<file path="src/rtl/lzma2_pkg.sv">
// lzma2_pkg: shared arbiter state type and default sizing
package lzma2_pkg;
  typedef enum logic [1:0] {
    IDLE     = 2'd0,
    ISSUE    = 2'd1,
    WAIT_RSP = 2'd2,
    DRAIN    = 2'd3
  } arb_state_t;
  localparam int NUM_REQ_DEF = 4;
  localparam int TIMEOUT_DEF = 63;
endpackage

</file>
<file path="src/rtl/lzma2_rr_arbiter.sv">
// lzma2_rr_arbiter: combinational round-robin picker starting at ptr
module lzma2_rr_arbiter #(
  parameter int NUM_REQ = 4,
  localparam int IW = (NUM_REQ > 1) ? $clog2(NUM_REQ) : 1
) (
  input  logic [NUM_REQ-1:0] req,
  input  logic [IW-1:0]      ptr,
  output logic               grant_valid,
  output logic [IW-1:0]      grant_idx
);
  // scan from the farthest offset down so the request nearest ptr wins last
  always_comb begin
    grant_valid = 1'b0;
    grant_idx   = '0;
    for (int i = NUM_REQ - 1; i >= 0; i--) begin
      if (req[(int'(ptr) + i) % NUM_REQ]) begin
        grant_valid = 1'b1;
        grant_idx   = IW'((int'(ptr) + i) % NUM_REQ);
      end
    end
  end
endmodule

</file>
<file path="src/rtl/lzma2_mem_arbiter.sv">
// lzma2_mem_arbiter: round-robin arbiter of requesters onto a single memory manager port
module lzma2_mem_arbiter
  import lzma2_pkg::*;
#(
  parameter int NUM_REQ = NUM_REQ_DEF,
  parameter int ADDR_W  = 15,
  parameter int DATA_W  = 256,
  parameter int TIMEOUT = TIMEOUT_DEF,
  localparam int IW = (NUM_REQ > 1) ? $clog2(NUM_REQ) : 1
) (
  input  logic                      clk,
  input  logic                      rst_n,
  input  logic [NUM_REQ-1:0]        req_valid,
  input  logic [NUM_REQ*ADDR_W-1:0] req_addr,
  input  logic [NUM_REQ*DATA_W-1:0] req_wdata,
  input  logic [NUM_REQ-1:0]        req_we,
  output logic [NUM_REQ-1:0]        req_ready,
  output logic [NUM_REQ-1:0]        rsp_valid,
  output logic [DATA_W-1:0]         rsp_data,
  output logic                      rsp_err,
  output logic [ADDR_W-1:0]         mem_addr,
  output logic [DATA_W-1:0]         mem_wdata,
  output logic                      mem_we,
  output logic                      mem_request_valid,
  input  logic                      mem_ready,
  input  logic                      mem_response_valid,
  input  logic [DATA_W-1:0]         mem_read_data,
  output logic                      busy,
  output logic [IW-1:0]             owner,
  output logic [15:0]               timeout_count
);
  arb_state_t    state;
  logic [IW-1:0] rr_ptr;
  logic [15:0]   wcnt;
  logic          gv;
  logic [IW-1:0] gi;

  lzma2_rr_arbiter #(.NUM_REQ(NUM_REQ)) u_rr (
    .req         (req_valid),
    .ptr         (rr_ptr),
    .grant_valid (gv),
    .grant_idx   (gi)
  );

  assign busy = state != IDLE;

  // transaction FSM; pulses default low and are raised for exactly one cycle
  always_ff @(posedge clk or negedge rst_n) begin
    if (!rst_n) begin
      state             <= IDLE;
      rr_ptr            <= '0;
      owner             <= '0;
      wcnt              <= '0;
      timeout_count     <= '0;
      req_ready         <= '0;
      rsp_valid         <= '0;
      rsp_data          <= '0;
      rsp_err           <= 1'b0;
      mem_addr          <= '0;
      mem_wdata         <= '0;
      mem_we            <= 1'b0;
      mem_request_valid <= 1'b0;
    end else begin
      req_ready         <= '0;
      rsp_valid         <= '0;
      rsp_err           <= 1'b0;
      mem_request_valid <= 1'b0;
      case (state)
        IDLE: if (gv && mem_ready) begin
          owner             <= gi;
          mem_addr          <= req_addr[int'(gi)*ADDR_W +: ADDR_W];
          mem_wdata         <= req_wdata[int'(gi)*DATA_W +: DATA_W];
          mem_we            <= req_we[gi];
          req_ready         <= NUM_REQ'(1) << gi;
          mem_request_valid <= 1'b1;
          state             <= ISSUE;
        end
        ISSUE: begin
          rr_ptr <= (owner == IW'(NUM_REQ - 1)) ? '0 : owner + 1'b1;
          wcnt   <= '0;
          state  <= WAIT_RSP;
        end
        WAIT_RSP: begin
          wcnt <= wcnt + 16'd1;
          if (mem_response_valid) begin
            rsp_valid <= NUM_REQ'(1) << owner;
            rsp_data  <= mem_read_data;
            state     <= IDLE;
          end else if (wcnt == 16'(TIMEOUT)) begin
            rsp_valid     <= NUM_REQ'(1) << owner;
            rsp_err       <= 1'b1;
            rsp_data      <= '0;
            timeout_count <= (timeout_count == 16'hFFFF) ? timeout_count : timeout_count + 16'd1;
            state         <= DRAIN;
          end
        end
        DRAIN: state <= mem_ready ? IDLE : DRAIN;
        default: state <= IDLE;
      endcase
    end
  end
endmodule

</file>
<file path="config.mk">
export PLATFORM = sky130hd
export DESIGN_NAME = lzma2_mem_arbiter
export DESIGN_NICKNAME = d
export VERILOG_FILES = /design/src/rtl/lzma2_pkg.sv /design/src/rtl/lzma2_rr_arbiter.sv /design/src/rtl/lzma2_mem_arbiter.sv
export SDC_FILE = /design/constraint.sdc
export NUM_CORES = 1
export LEC_CHECK = 0
export BUFFER_PORTS_ARGS = -buffer_cell sky130_fd_sc_hd__buf_2
export CORE_AREA = 2 2 754 756
export CTS_CLUSTER_DIAMETER = 30
export DETAILED_ROUTE_END_ITERATION = 10
export DIE_AREA = 0 0 756 758
export SETUP_SLACK_MARGIN = 0.15
export SYNTH_ARGS = -nofsm -noshare
export SYNTH_HDL_FRONTEND = slang
export SYNTH_HIERARCHICAL = 1
export SYNTH_SLANG_ARGS = --single-unit
</file>
<file path="constraint.sdc">
create_clock -name clk -period 2.9 [get_ports clk]
set_clock_uncertainty 0.05 [all_clocks]
set_input_delay 0 -clock clk [delete_from_list [all_inputs] [get_ports clk]]
set_output_delay 0 -clock clk [all_outputs]
set_load 0.02 [all_outputs]
</file>
==> out/results.ini, run 1 <==
[cells_and_area]
drive_above_1_share_pct = 41.1
nets = 7813
area_growth_pct = 175
final_cell_count_no_fill = 14500
n_fill_cell = 64100

[clock_network]
cts_buffer_depth = 4
cts_tree = yes
clock_latency_ns = 0.92
cts.clk_slew.worst_paths_ns = 0.04
clockRootBuffer = clkbuf_16
numCtsBuffers = 211
htree_levels = 4
cts.sinks = 576

[sta]
period_minus_slack_ns = 2.72
fin_worst_hold_slack_ns = 0.0852
tns_ns = 0
grt_setup_unrepaired = true
period_share_pct = 93.9
relSlewSlack_pct = 45.3
tightest_slew_ns = 0.820
hold_violations = 0
fmax_ghz = 0.367
setup_viol = 0
final_max_slew_viol_count = 0

[synthesis]
yosysMostFrequentCell = nand2_1
synthAdderAreaFrac_pct = 0.493
synth.top_cell.area_share_pct = 51.6
yosysWarningCount = 6
yosys-top-cells-area = dfrtp_1 52%, mux4_2 22%, nand2_1 11%
avgSynthCellArea_sq_um = 12.2
async_flop_share_pct = 100
synth_compound_area_share_pct = 8.47
synth_cell_type_count = 40
ys_seq_area_share_pct = 51.6
synth_edf_count = 0
ys_top_cells_by_count = 833 x nand2_1, 576 x dfrtp_1, 272 x mux4_2
synth_seq_cells = 576
yosys.area_share.simple_pct = 13.0
synthXorXnorAreaFrac_pct = 0.690
synthCells = 2294
synth_top_family_by_area = multiplexers
synth_top_area_cell = dfrtp_1
syn_area_sq_um = 27900
muxShareOfSynthArea_pct = 22.2
synth_nets = 3657
synth_ff_type = dfrtp_1

[global_route]
grt_pass1_wl_microns = 551000
grt_pass1_vias = 42800
grt_use_total_pct = 15.4
grt_overflow_total = 0
grt_max_degree = 74
antenna_found_initial = 642

[placement]
gp_congestion = 1.08
dp_hpwl_microns = 406000
portBuffers = 1908
dp_cells = 11700

[route]
postRouteAntennaNets = 1
routed_wl_microns = 464000
drc = 0
drtIter0Drc = 4494
routedWlPerCell_microns = 32.1
vias = 43900
drt_first_pass_iters = 5
vias_per_cell = 3.04

[power_and_ir_drop]
vdd_drop_max_uv = 577
p_comb_share_pct = 45.5
swShare_pct = 42.8
total_power_mw = 69.3
seqPwrFrac_pct = 20.2
power.internal_mw = 39.6
p_sw_mw = 29.7
power_frac_clock_pct = 34.3
p_leak_nw = 33.8
power_density_nw_per_um2 = 903

[worst_setup_path]
path_max_fanout = 15
path_buf_inv = 3
critPathMaxStageDelay_ns = 0.59
cp-end-kind = register
r2r_setup_slack_ns = 0.18
arrival_ns = 3.43
path_class = register to register
crit_family = buffers and inverters
crit_path_start_kind = register
crit_top_cell = nand2_1
crit_required_ns = 3.60
crit_path_top_delay_cell = dlygate4sd3_1
worstPathCellList = mux2i_1 > a211oi_4 > buf_6 > clkbuf_16 > mux4_2 > dlygate4sd3_1 > nand2_1 > nand2_1

[outcome]
failed_checks = antenna violations
outcome = complete, but fails checks

[min_path]
hold_path_class = input pin to async pin

[die]
die_h_microns = 758
core_sq_um = 564000
row_count = 276
die_area_sq_um = 573000
die_x_microns = 756
initial_core_util_pct = 4.95
io_pins = 1909

[job]
max-cap-violations = 0

==> cells by family after synthesis <==
logic type / count (synthesis)
fa+ha+maj: 11
buf+inv: 205
mux: 279
xor+xnor: 22
simple gates: 925
compound gates: 276
flops: 576
==> layout by cell type, fill, tap and decap left out, drive strengths merged <==
cell         synthesis  layout
and3                 4       4
nand2b               3       3
or4                  1       1
diode                0     340
ha                  11      11
and4                 3       3
bufinv               0      24
a211oi               3       3
mux4               272     272
dfrtp              576     576
nor3                 8       8
a22o               256     256
mux2                 6       6
buf                 80    2062
or3                  1       1
dlygate4sd3          0    2063
nor2                29      29
o21ai               11      11
nor4bb               1       1
a2111oi              1       1
inv                 20      21
nor2b                5       5
a21oi                4       4
nand4                8       8
mux2i                1       1
nor3b                2       2
xor2                13      13
nor4                 6       6
clkinvlp             0      10
clkbuf             105     284
clkinv               0      68
o22a                 1       1
nand2              833     833
nand3               18      18
and2                 3       4
xnor2                9       9
==> through the flow <==
stage               area (sq um)  utilization (%)  setup slack (ns)
detailed placement         47600             8.44             0.305
finish                     76800             13.6             0.176
floorplan                  27900                -             0.595
global route               76300             13.5             0.115
CTS                        75800             13.4             0.181
global placement           47600             8.44             0.328
==> area by class of cell <==
class	instances	area [sq um]	area share (%)
inverters	20	82.6	0.108
clock buffers	282	6070	7.91
repair buffers	4127	32000	41.6
diodes	340	851	1.11
well taps	7506	9390	12.2
flip-flops and latches	576	14400	18.8
clock inverters	103	1360	1.77
multi-input cells	1514	12600	16.4
==> routing by layer <==
metal | global-route usage (%) | wire length [microns]
met1 | 16.9 | 168000
met2 | 22.7 | 191000
met3 | 9.49 | 72000
met4 | 8.35 | 31500
met5 | 0.517 | 1820
==> worst paths after layout <==
path                                                 from                         end  cells after the start
worst max-delay path                rr_ptr[1]$_DFFE_PN0N_  mem_wdata[227]$_DFFE_PN0P_                      8
worst min-delay path                                rst_n   rsp_data[176]$_DFFE_PN0P_                      3
worst max register to register      rr_ptr[1]$_DFFE_PN0N_  mem_wdata[227]$_DFFE_PN0P_                      8
worst min register to register  mem_wdata[51]$_DFFE_PN0P_   mem_wdata[51]$_DFFE_PN0P_                      2
max in group asynchronous                           rst_n  mem_wdata[106]$_DFFE_PN0P_                      4
min in group clk                            req_wdata[10]   mem_wdata[10]$_DFFE_PN0P_                      5
==> registers in the layout, summed over array words and instances, names as in the netlist, 2 cells and up <==
register and flops:
mem_addr 15, rr_ptr 2, wcnt 16, owner 2, rsp_valid 4, timeout_count 16
state 2, req_ready 4, mem_wdata 256, rsp_data 256
==> worst register-to-register path: stages (launching register included) <==
cell	delay [ns]
dfrtp_1	0.43
mux2i_1	0.18
a211oi_4	0.31
buf_6	0.20
clkbuf_16	0.22
mux4_2	0.54
dlygate4sd3_1	0.59
nand2_1	0.07
nand2_1	0.05
==> timing repair <==
| action | 4_1_cts | 5_1_grt |
|---|---|---|
| setup buffers | 0 | 7 |
| hold buffers | 2064 | 0 |
| endpoints found under the setup margin | 0 | 52 |
| endpoints found under the hold margin | 1057 | 0 |
| gates resized for setup | 0 | 12 |
==> power groups by stage <==
stage | logic [mW] | clock network (mW) | registers (mW)
after global placement | 27.8 | 0 | 13.9
after detailed placement | 27.8 | 0 | 13.9
final | 31.6 | 23.8 | 14.0
after global routing | 33.3 | 24.7 | 14.3
after floorplan | 9.08 | 0 | 17.6
after CTS | 31.5 | 24.2 | 13.9
No activity file was read; power rests on OpenSTA's default activity.
==> run 2, diff against run 1 <==
ABC_AREA = 1   (was default)
BUFFER_PORTS_ARGS = default   (was -buffer_cell sky130_fd_sc_hd__buf_2)
CORE_AREA = 2 2 742 744   (was 2 2 754 756)
DIE_AREA = 0 0 744 746   (was 0 0 756 758)
DONT_BUFFER_PORTS = 1   (was default)
==> run 2 against run 1 <==
Compared with the run above:
- the run now ends clean
- combinational power is 68% higher
- via count is 11% higher
- synthesized cell count is 83% higher
- die area is 3.1% lower
- area after synthesis is 8.8% higher
- flip-flop and latch count stayed put
- worst setup slack worse by 0.067 ns
- cell area is 1.9% lower
- largest cell class unchanged
==> out/results.ini, run 2 <==
[global_route]
grt_pass1_vias = 48600  ; +14%
grt_pass1_wl_microns = 593000  ; +7.8%
grt_overflow_total = 0  ; unchanged
antenna_found_initial = 493  ; -23%
grt_max_degree = 151  ; +100%
grt_use_total_pct = 16.7  ; +1.4 points

[worst_setup_path]
arrival_ns = 3.55  ; +0.12 ns
path_max_fanout = 27  ; +12
crit_path_top_delay_cell = dfrtp_2
r2r_setup_slack_ns = 0.11  ; -0.07 ns
path_class = register to register
crit_required_ns = 3.65  ; +0.05 ns
cp-startpoint = rr_ptr[0]$_DFFE_PN0N_
cp-end-kind = register
critPathMaxStageDelay_ns = 0.43  ; -0.16 ns
worstPathCellList = buf_12 > o21ai_4 > nand2_2 > nand3_4 > nand3_2 > nand2_4 > buf_4 > buf_12 > buf_16 > buf_6 > o21ai_0 > o22ai_1 > nand2_1 > nand2_1
crit_path_start_kind = register
r2r-start = rr_ptr[0]$_DFFE_PN0N_

[die]
io_pins = 1909  ; unchanged
row_count = 272  ; -1.4%
die_h_microns = 746  ; -1.6%
initial_core_util_pct = 5.56  ; +0.61 points
die_area_sq_um = 555000  ; -3.1%
die_x_microns = 744  ; -1.6%
core_sq_um = 547000  ; -3.0%

[sta]
fmax_ghz = 0.358  ; -2.4%
tightest_slew_ns = 1.18  ; +0.359 ns
period_share_pct = 96.2  ; +2.3 points
relSlewSlack_pct = 21.4  ; -24 points
grt_setup_unrepaired = true
hold_violations = 0  ; unchanged
tns_ns = 0  ; unchanged
setup_viol = 0  ; unchanged
final_max_slew_viol_count = 0  ; unchanged
period_minus_slack_ns = 2.79  ; +0.0666 ns
setup_ws_ns = 0.109  ; -0.0666 ns
fin_worst_hold_slack_ns = 0.0152  ; -0.0700 ns

[power_and_ir_drop]
p_leak_nw = 30.7  ; -9.2%
power_density_nw_per_um2 = 1380  ; +53%
vdd_drop_max_uv = 645  ; +12%
total_power_mw = 104  ; +50%

[placement]
dp_cells = 11500  ; -1.3%
place_ws_ns = -0.202  ; -0.507 ns
dpl-instance-area_sq_um = 41700  ; -12%
portBuffers = 0  ; -100%
gp_congestion = 1.09  ; +0.95%
dp_hpwl_microns = 400000  ; -1.7%

[route]
routedWlPerCell_microns = 34.3  ; +6.9%
drtIter0Drc = 5252  ; +17%
routed_wl_microns = 496000  ; +6.9%
postRouteAntennaNets = 0  ; -1
vias = 48600  ; +11%
drt_first_pass_iters = 7  ; +2
vias_per_cell = 3.36  ; +11%
drc = 0  ; unchanged

[cells_and_area]
final_cell_mix = 2162 x dlygate4sd3_1, 1442 x nand2_1, 572 x dfrtp_1
drive_above_1_share_pct = 14.9  ; -26 points
biggestRegsByFlops = mem_wdata: 256 flops, rsp_data: 256 flops
final_cell_count_no_fill = 14500  ; -0.041%
nets = 8136  ; +4.1%
multiInputGateArea_sq_um = 14900  ; +18%
n_fill_cell = 62200  ; -2.8%
fin_area_sq_um = 75300  ; -1.9%
seq_area_sq_um = 14400  ; about the same
final_common_cell = dlygate4sd3_1
area_growth_pct = 148
final_util_pct = 13.8  ; +0.16 points

[synthesis]
yosys-top-cells-area = dfrtp_1 47%, nand2_1 18%, o21ai_0 9.2%
yosysWarningCount = 6  ; unchanged
async_flop_share_pct = 100  ; unchanged
synth_seq_cells = 576  ; unchanged
synth_cell_type_count = 37  ; -7.5%
yosysMostFrequentCell = nand2_1
ys_top_cells_by_count = 1465 x nand2_1, 594 x nor2_1, 576 x dfrtp_1
synth_top_area_cell = dfrtp_1
synthCells = 4190  ; +83%
synth.top_cell.area_share_pct = 47.4  ; -4.2 points
synth_nets = 5553  ; +52%
synth_ff_type = dfrtp_1
synth_edf_count = 0  ; unchanged
ys_seq_area_share_pct = 47.4  ; -4.2 points
avgSynthCellArea_sq_um = 7.26  ; -40%
syn_area_sq_um = 30400  ; +8.8%

[min_path]
hp-start = req_valid[2]
hold_path_class = input pin to register

[clock_network]
htree_levels = 5  ; +1
clock_latency_ns = 0.89  ; -0.03 ns
cts_buffer_depth = 4  ; unchanged
clockRootBuffer = clkbuf_16
cts.clk_slew.worst_paths_ns = 0.04  ; about the same
cts.sinks = 576  ; unchanged
cts_tree = yes
numCtsBuffers = 267  ; +27%

[outcome]
outcome = complete, no violations

[job]
max-cap-violations = 0  ; unchanged

[run 2: cell types whose count changed after synthesis, moves of 28 or more]
cell,before,now
a22o_1,256,0
clkbuf_1,105,223
inv_1,19,47
mux4_2,272,0
nand2_1,833,1465
nand3_1,18,279
nor2_1,29,594
o21ai_0,10,562
o22ai_1,0,272
[run 2: logic make-up (layout without fill, tap and decap cells)]
logic type / count (synthesis) / count (layout) / synth area share (%)
and+or+nand+nor: 2362 / 2362 / 30.5
AOI/OAI and AO/OA: 846 / 846 / 15.1
DFF: 576 / 576 / 47.4
buffers and inverters: 382 / 3159 / 6.20
xor gates and xnor gates: 12 / 12 / 0.346
adders and majority gates: 11 / 11 / 0.453
muxes: 1 / 1 / 0.0370
other: 0 / 234 / 0
[run 2: path summary, 6_finish.rpt]
kind                                         endpoint  cells after the start
setup / recovery            mem_wdata[81]$_DFFE_PN0P_                     14
hold / removal              mem_wdata[34]$_DFFE_PN0P_                      9
max in group asynchronous  mem_wdata[155]$_DFFE_PN0P_                      5
hold reg to reg            mem_wdata[239]$_DFFE_PN0P_                      2
setup reg to reg            mem_wdata[81]$_DFFE_PN0P_                     14
min in group asynchronous   rsp_data[231]$_DFFE_PN0P_                      3
[run 2: routing by layer]
| layer | part of all wire (%) | vias to the layer above | global-route usage [%] |
|---|---|---|---|
| li1 | - | 19400 | - |
| met1 | 36 | 23400 | 17.9 |
| met2 | 44 | 4132 | 26.5 |
| met3 | 13 | 1484 | 8.77 |
| met4 | 7.1 | 170 | 9.36 |
| met5 | 0.22 | - | 0 |
[run 2: power by group]
part / switching, mW / internal [mW]
registers: 11.9 / 11.5
logic: 32.7 / 20.3
clock network: 8.63 / 19.1
total: 53.2 / 50.9
[run 2: worst max-delay path, delay by kind of cell, from the launching register on]
family,cells,cell delay (ns)
buf+inv,5,0.86
simple gates,6,0.73
compound gates,3,0.59
flops,1,0.43
[run 2: final cells by class]
cell class | instances | share of cell area, %
antenna | 234 | 0.778
clock buffer | 398 | 10.2
clock inverter | 65 | 1.38
inverter | 51 | 0.322
multi-input combinational | 3232 | 19.8
sequential | 576 | 19.1
tap | 7261 | 12.1
timing repair buffer | 2642 | 36.2
timing repair inverter | 3 | 0.0631
[run 2: what timing repair did]
| item | in CTS | in global routing |
|---|---|---|
| pin swaps | 13 | 33 |
| setup endpoints to repair | 137 | 225 |
| setup buffers | 26 | 21 |
| hold buffers | 2176 | 2 |
| resized for setup | 102 | 276 |
| gates cloned | 13 | 16 |
| endpoints found under the hold margin | 1087 | 2 |
